$ cat config.mk
export PLATFORM = sky130hd
export DESIGN_NAME = powlib_vldrcv
export DESIGN_NICKNAME = d
export VERILOG_FILES = /design/src/rtl/powlib_vldrcv.sv
export SDC_FILE = /design/constraint.sdc
export NUM_CORES = 1
export LEC_CHECK = 0
export BUFFER_PORTS_ARGS = -buffer_cell sky130_fd_sc_hd__buf_4
export CORE_ASPECT_RATIO = 1.5
export CORE_MARGIN = 2
export CORE_UTILIZATION = 40
export CTS_CLUSTER_DIAMETER = 80
export DETAILED_ROUTE_END_ITERATION = 8
export GPL_ROUTABILITY_DRIVEN = 1
export HOLD_SLACK_MARGIN = 0.12
export PLACE_DENSITY_LB_ADDON = 0.25
export REMOVE_ABC_BUFFERS = 1
export SLEW_MARGIN = 15
export SYNTH_ARGS = -nofsm -noshare
export SYNTH_HDL_FRONTEND = slang
export SYNTH_SLANG_ARGS = --single-unit
$ cat constraint.sdc
create_clock -name clk -period 2.85 [get_ports clk]
set_input_delay 0.4275 -clock clk [delete_from_list [all_inputs] [get_ports clk]]
set_output_delay 0.4275 -clock clk [all_outputs]
set_load 0.01 [all_outputs]
$ cat src/rtl/powlib_vldrcv.sv
// Receive endpoint for a valid-only powlib stream; optional drop counter via POWLIB_VLDRCV_DROPCNT_EN.
// Latency: a word pushed at edge N is visible on q/qvld right after edge N; it cannot be popped until N+1.
// Backpressure: none upstream; words are dropped when full with no pop, downstream pops on qvld && rdy.
module powlib_vldrcv #(
   parameter int W   = 8,
   parameter int D   = 4,
   parameter int AFT = 3,
   parameter int CW  = $clog2(D) + 1
) (
   input  logic          clk,
   input  logic          rst,
   input  logic [W-1:0]  d,
   input  logic          vld,
   output logic [W-1:0]  q,
   output logic          qvld,
   input  logic          rdy,
   output logic [CW-1:0] cnt,
   output logic          afull,
   output logic          ovf,
   input  logic          clr
`ifdef POWLIB_VLDRCV_DROPCNT_EN
   ,
   output logic [15:0]   dropcnt
`endif
);

   localparam int PW = $clog2(D);
   localparam logic [CW-1:0] DEPTH  = CW'(D);
   localparam logic [CW-1:0] AFT_TH = CW'(AFT);

   if (D < 2 || (D & (D - 1)) != 0) begin : g_bad_depth
      $error("powlib_vldrcv: D must be a power of 2 and >= 2");
   end
   if (AFT < 1 || AFT > D) begin : g_bad_aft
      $error("powlib_vldrcv: AFT must be in 1..D");
   end

   logic [W-1:0]  mem [D];
   logic [PW-1:0] wptr;
   logic [PW-1:0] rptr;
   logic          push;
   logic          pop;
   logic          drop;

   // A full buffer still accepts a word when the head leaves in the same cycle.
   assign qvld = (cnt != '0);
   assign pop  = qvld && rdy;
   assign push = vld && ((cnt < DEPTH) || pop);
   assign drop = vld && (cnt == DEPTH) && !pop;

   assign q     = qvld ? mem[rptr] : '0;
   assign afull = (cnt >= AFT_TH);

   // Storage is not reset; only words covered by cnt are ever observed.
   always_ff @(posedge clk) begin
      if (push) begin
         mem[wptr] <= d;
      end
   end

   always_ff @(posedge clk or negedge rst) begin
      if (!rst) begin
         wptr <= '0;
         rptr <= '0;
         cnt  <= '0;
      end else begin
         if (push) begin
            wptr <= wptr + PW'(1);
         end
         if (pop) begin
            rptr <= rptr + PW'(1);
         end
         case ({push, pop})
            2'b10:   cnt <= cnt + CW'(1);
            2'b01:   cnt <= cnt - CW'(1);
            default: cnt <= cnt;
         endcase
      end
   end

   // A drop in the same cycle as clr wins so no loss goes unreported.
   always_ff @(posedge clk or negedge rst) begin
      if (!rst) begin
         ovf <= 1'b0;
      end else if (drop) begin
         ovf <= 1'b1;
      end else if (clr) begin
         ovf <= 1'b0;
      end
   end

`ifdef POWLIB_VLDRCV_DROPCNT_EN
   always_ff @(posedge clk or negedge rst) begin
      if (!rst) begin
         dropcnt <= '0;
      end else if (clr) begin
         dropcnt <= drop ? 16'd1 : 16'd0;
      end else if (drop && dropcnt != 16'hFFFF) begin
         dropcnt <= dropcnt + 16'd1;
      end
   end
`endif

endmodule

==> impl_metrics.ini <==
[yosys]
synth_top_area_share_pct = 56.72
synth-seq-cells = 40
synth_top_family_by_area = multiplexers
ys.warnings.count = 0
yosysSeqAreaShare_pct = 68.54
syn_avg_cell_area_um2 = 18.02
synth-adder-area-share_pct = 4.874
synth_cell_types = 22
synth_mux_area_share_pct = 11.23
synth-compound-area-share_pct = 1.256
synth-xor-area-share_pct = 3.102
syn-cell-area_um2 = 1694
postSynthCellCount = 94
synth.area.top_cells = edfxtp_1 57%, dfrtp_1 12%, mux4_2 11%, ha_1 3.7%, and2_1 3.3%
yosys.area_share.simple_pct = 7.829
synth_top_area_cell = edfxtp_1

[setup_path]
reg2reg_to = cnt[2]
critPathArrivalTime_ps = 1930
cpPeakStageDelay_ps = 750
reg2reg_depth = 8
worstPathRequired_ps = 2420
slowest_stage = dfrtp_1
endpoint_kind = output port
rr_startpoint = cnt[0]
critPathKind = reg2out
rrSetupSlack_ps = 800
crit_path_cell_trace = mux4_2 -> and2_1 -> buf_4
cp_max_fo = 10
start_kind = flip-flop

[placed_design]
gp_congestion = 0.6913
hpwl_um = 1964
dp.cells = 163
io_buffers = 26

[cells_and_area]
instances_no_fill = 172
layout.nets = 144
drive_gt1_share_pct = 34.13
antennaDiodeCount = 0
syn_to_final_growth_pct = 19.20
fill_cells = 370

[floorplanning]
die_area_um2 = 4782
coreArea_um2 = 4136
fp.dieW_um = 57.14
io_pins = 27
die_h_um = 83.71
start_util_pct = 40.96
num_rows = 29

[sta]
worst_pin_slew_ps = 638.9
hold_viol = 0
period_needed_ps = 2356
report.final.setup_viol = 0
slew_headroom_pct = 57.41
final.period_utilization_pct = 82.66
fmax_mhz = 424.5
setup-tns-final_ps = 0
drv_slew = 0
grt_setup_unrepaired = no
fin_worst_skew_ps = 4.577

[routing]
vias_per_cell = 5.134
drt_iter0_drc = 19
wl_met1_um = 1094
wl_met2_um = 1490
wl_per_cell_um = 16.08
ant_nets = 0
drt_wl_total_um = 2765
vias = 883
drc = 0
dr.pass1.iters = 4
wl_met3_um = 131
highest_layer = met4

[clock_tree]
cts_resized = 0
cts_setup_buffers = 0
clk_latency_ps = 280
cts_buffers = 5
cts_max_level = 2
cts_root_buf = clkbuf_8
cts.sinks = 40
cts_tree = yes
path_clk_slew_ps = 70
ctsLongestPathBuffers = 2

[global_routing]
grt-ovfl-total = 0
grt_pass1_vias = 933
grt_pass1_wl_um = 4609
grt_max_degree = 12
track_usage_pct = 13.20
grt_antenna_before_repair = 0

[power]
p_leak_nw = 0.7910
vdd_drop_max_mv = 0.5415
power.density_nw_per_um2 = 995.3
p_total_mw = 2.010

[min_path]
hold_class = in2reg
hold_path_end = mem[1][3]
hp-start = d[3]
hold_depth = 1

[run_status]
status = finished, final reports clean

[job]
cap_violations = 0
-- layer usage --
layer,vias to the layer above,GRT usage [%]
met4,0,5.074
met2,24,22.26
met3,6,3.876
li1,408,-
met1,445,15.63
met5,-,0
-- flip-flops by register name, summed over array words and instances, names as in the netlist --
register,flops
rptr,2
wptr,2
mem,32
ovf,1
cnt,3
-- cell families after synthesis --
family	count (synthesis)
DFF	40
and+or+nand+nor	20
buffers and inverters	10
muxes	9
xor gates and xnor gates	6
adders and majority gates	6
AOI/OAI and AO/OA	3
-- timing repair --
action / in CTS / in global routing
hold buffers: 1 / 0
endpoints found under the hold margin: 8 / 0
setup endpoints to repair: 0 / 0
-- cell usage after synthesis --
library cell and n:
a21o_1 1, and2_1 9, and2_4 1, and3_1 4, buf_6 2, clkbuf_2 1
dfrtp_1 8, edfxtp_1 32, fa_1 1, ha_1 5, inv_1 7, mux2i_1 1
mux4_2 8, nand2b_1 2, nand3_1 1, nand3_2 1, nor2_1 1, o21ai_0 1
o41ai_1 1, or3_4 1, xnor2_1 3, xor2_1 3
-- layout by cell type (no fill, tap or decap), drive strengths merged --
| cell | n |
|---|---|
| edfxtp | 32 |
| buf | 26 |
| and2 | 10 |
| mux4 | 8 |
| dfrtp | 8 |
| clkbuf | 8 |
| inv | 7 |
| ha | 5 |
| and3 | 4 |
| xor2 | 3 |
| xnor2 | 3 |
| nand2b | 2 |
| nand3 | 2 |
| or3 | 1 |
| a21o | 1 |
| nor2 | 1 |
| o21ai | 1 |
| o41ai | 1 |
| mux2i | 1 |
| fa | 1 |
| dlygate4sd3 | 1 |
-- metrics by stage --
step / hold slack, ps / setup WS (ps) / cell area [µm²] / util, %
6_report: 346.6 / 494.2 / 2019 / 48.82
4_1_cts: 338.6 / 453.0 / 2019 / 48.82
5_1_grt: 332.9 / 372.2 / 2019 / 48.82
3_5_place_dp: 257.5 / 706.1 / 1919 / 46.40
3_3_place_gp: 253.4 / 745.1 / 1919 / 46.40
2_1_floorplan: 131.9 / 896.7 / 1667 / -
-- area by class of cell --
class	instances	area [µm²]	area share (%)
well taps	46	57.56	2.850
repair buffers	27	205.2	10.16
flip-flops and latches	40	1161	57.50
multi-input cells	44	479.2	23.73
clock buffers	8	90.09	4.461
inverters	7	26.28	1.301
-- worst max-delay path: cells and delay by family (launching register included) --
| family | cells | cell delay [ps] |
|---|---|---|
| DFF | 1 | 750 |
| muxes | 1 | 590 |
| and+or+nand+nor | 1 | 170 |
| buffers and inverters | 1 | 130 |
-- power breakdown --
group | leakage (nW) | switching (mW) | internal (mW)
logic | 0.357 | 0.314 | 0.422
clock network | 0.0455 | 0.171 | 0.197
registers | 0.388 | 0.135 | 0.770
total | 0.791 | 0.620 | 1.39
-- worst max path at each step --
stage	startpoint	endpoint	slack, ps	cells after the start
3_5_place_dp	rdy	cnt[2]	710	10
6_report	rptr[0]	q[6]	490	3
4_1_cts	rptr[0]	q[3]	450	3
3_3_place_gp	rdy	cnt[2]	750	10
5_1_grt	rptr[0]	q[3]	370	3
2_1_floorplan	cnt[0]	cnt[2]	900	8
Power figures use the tool's default switching activity.
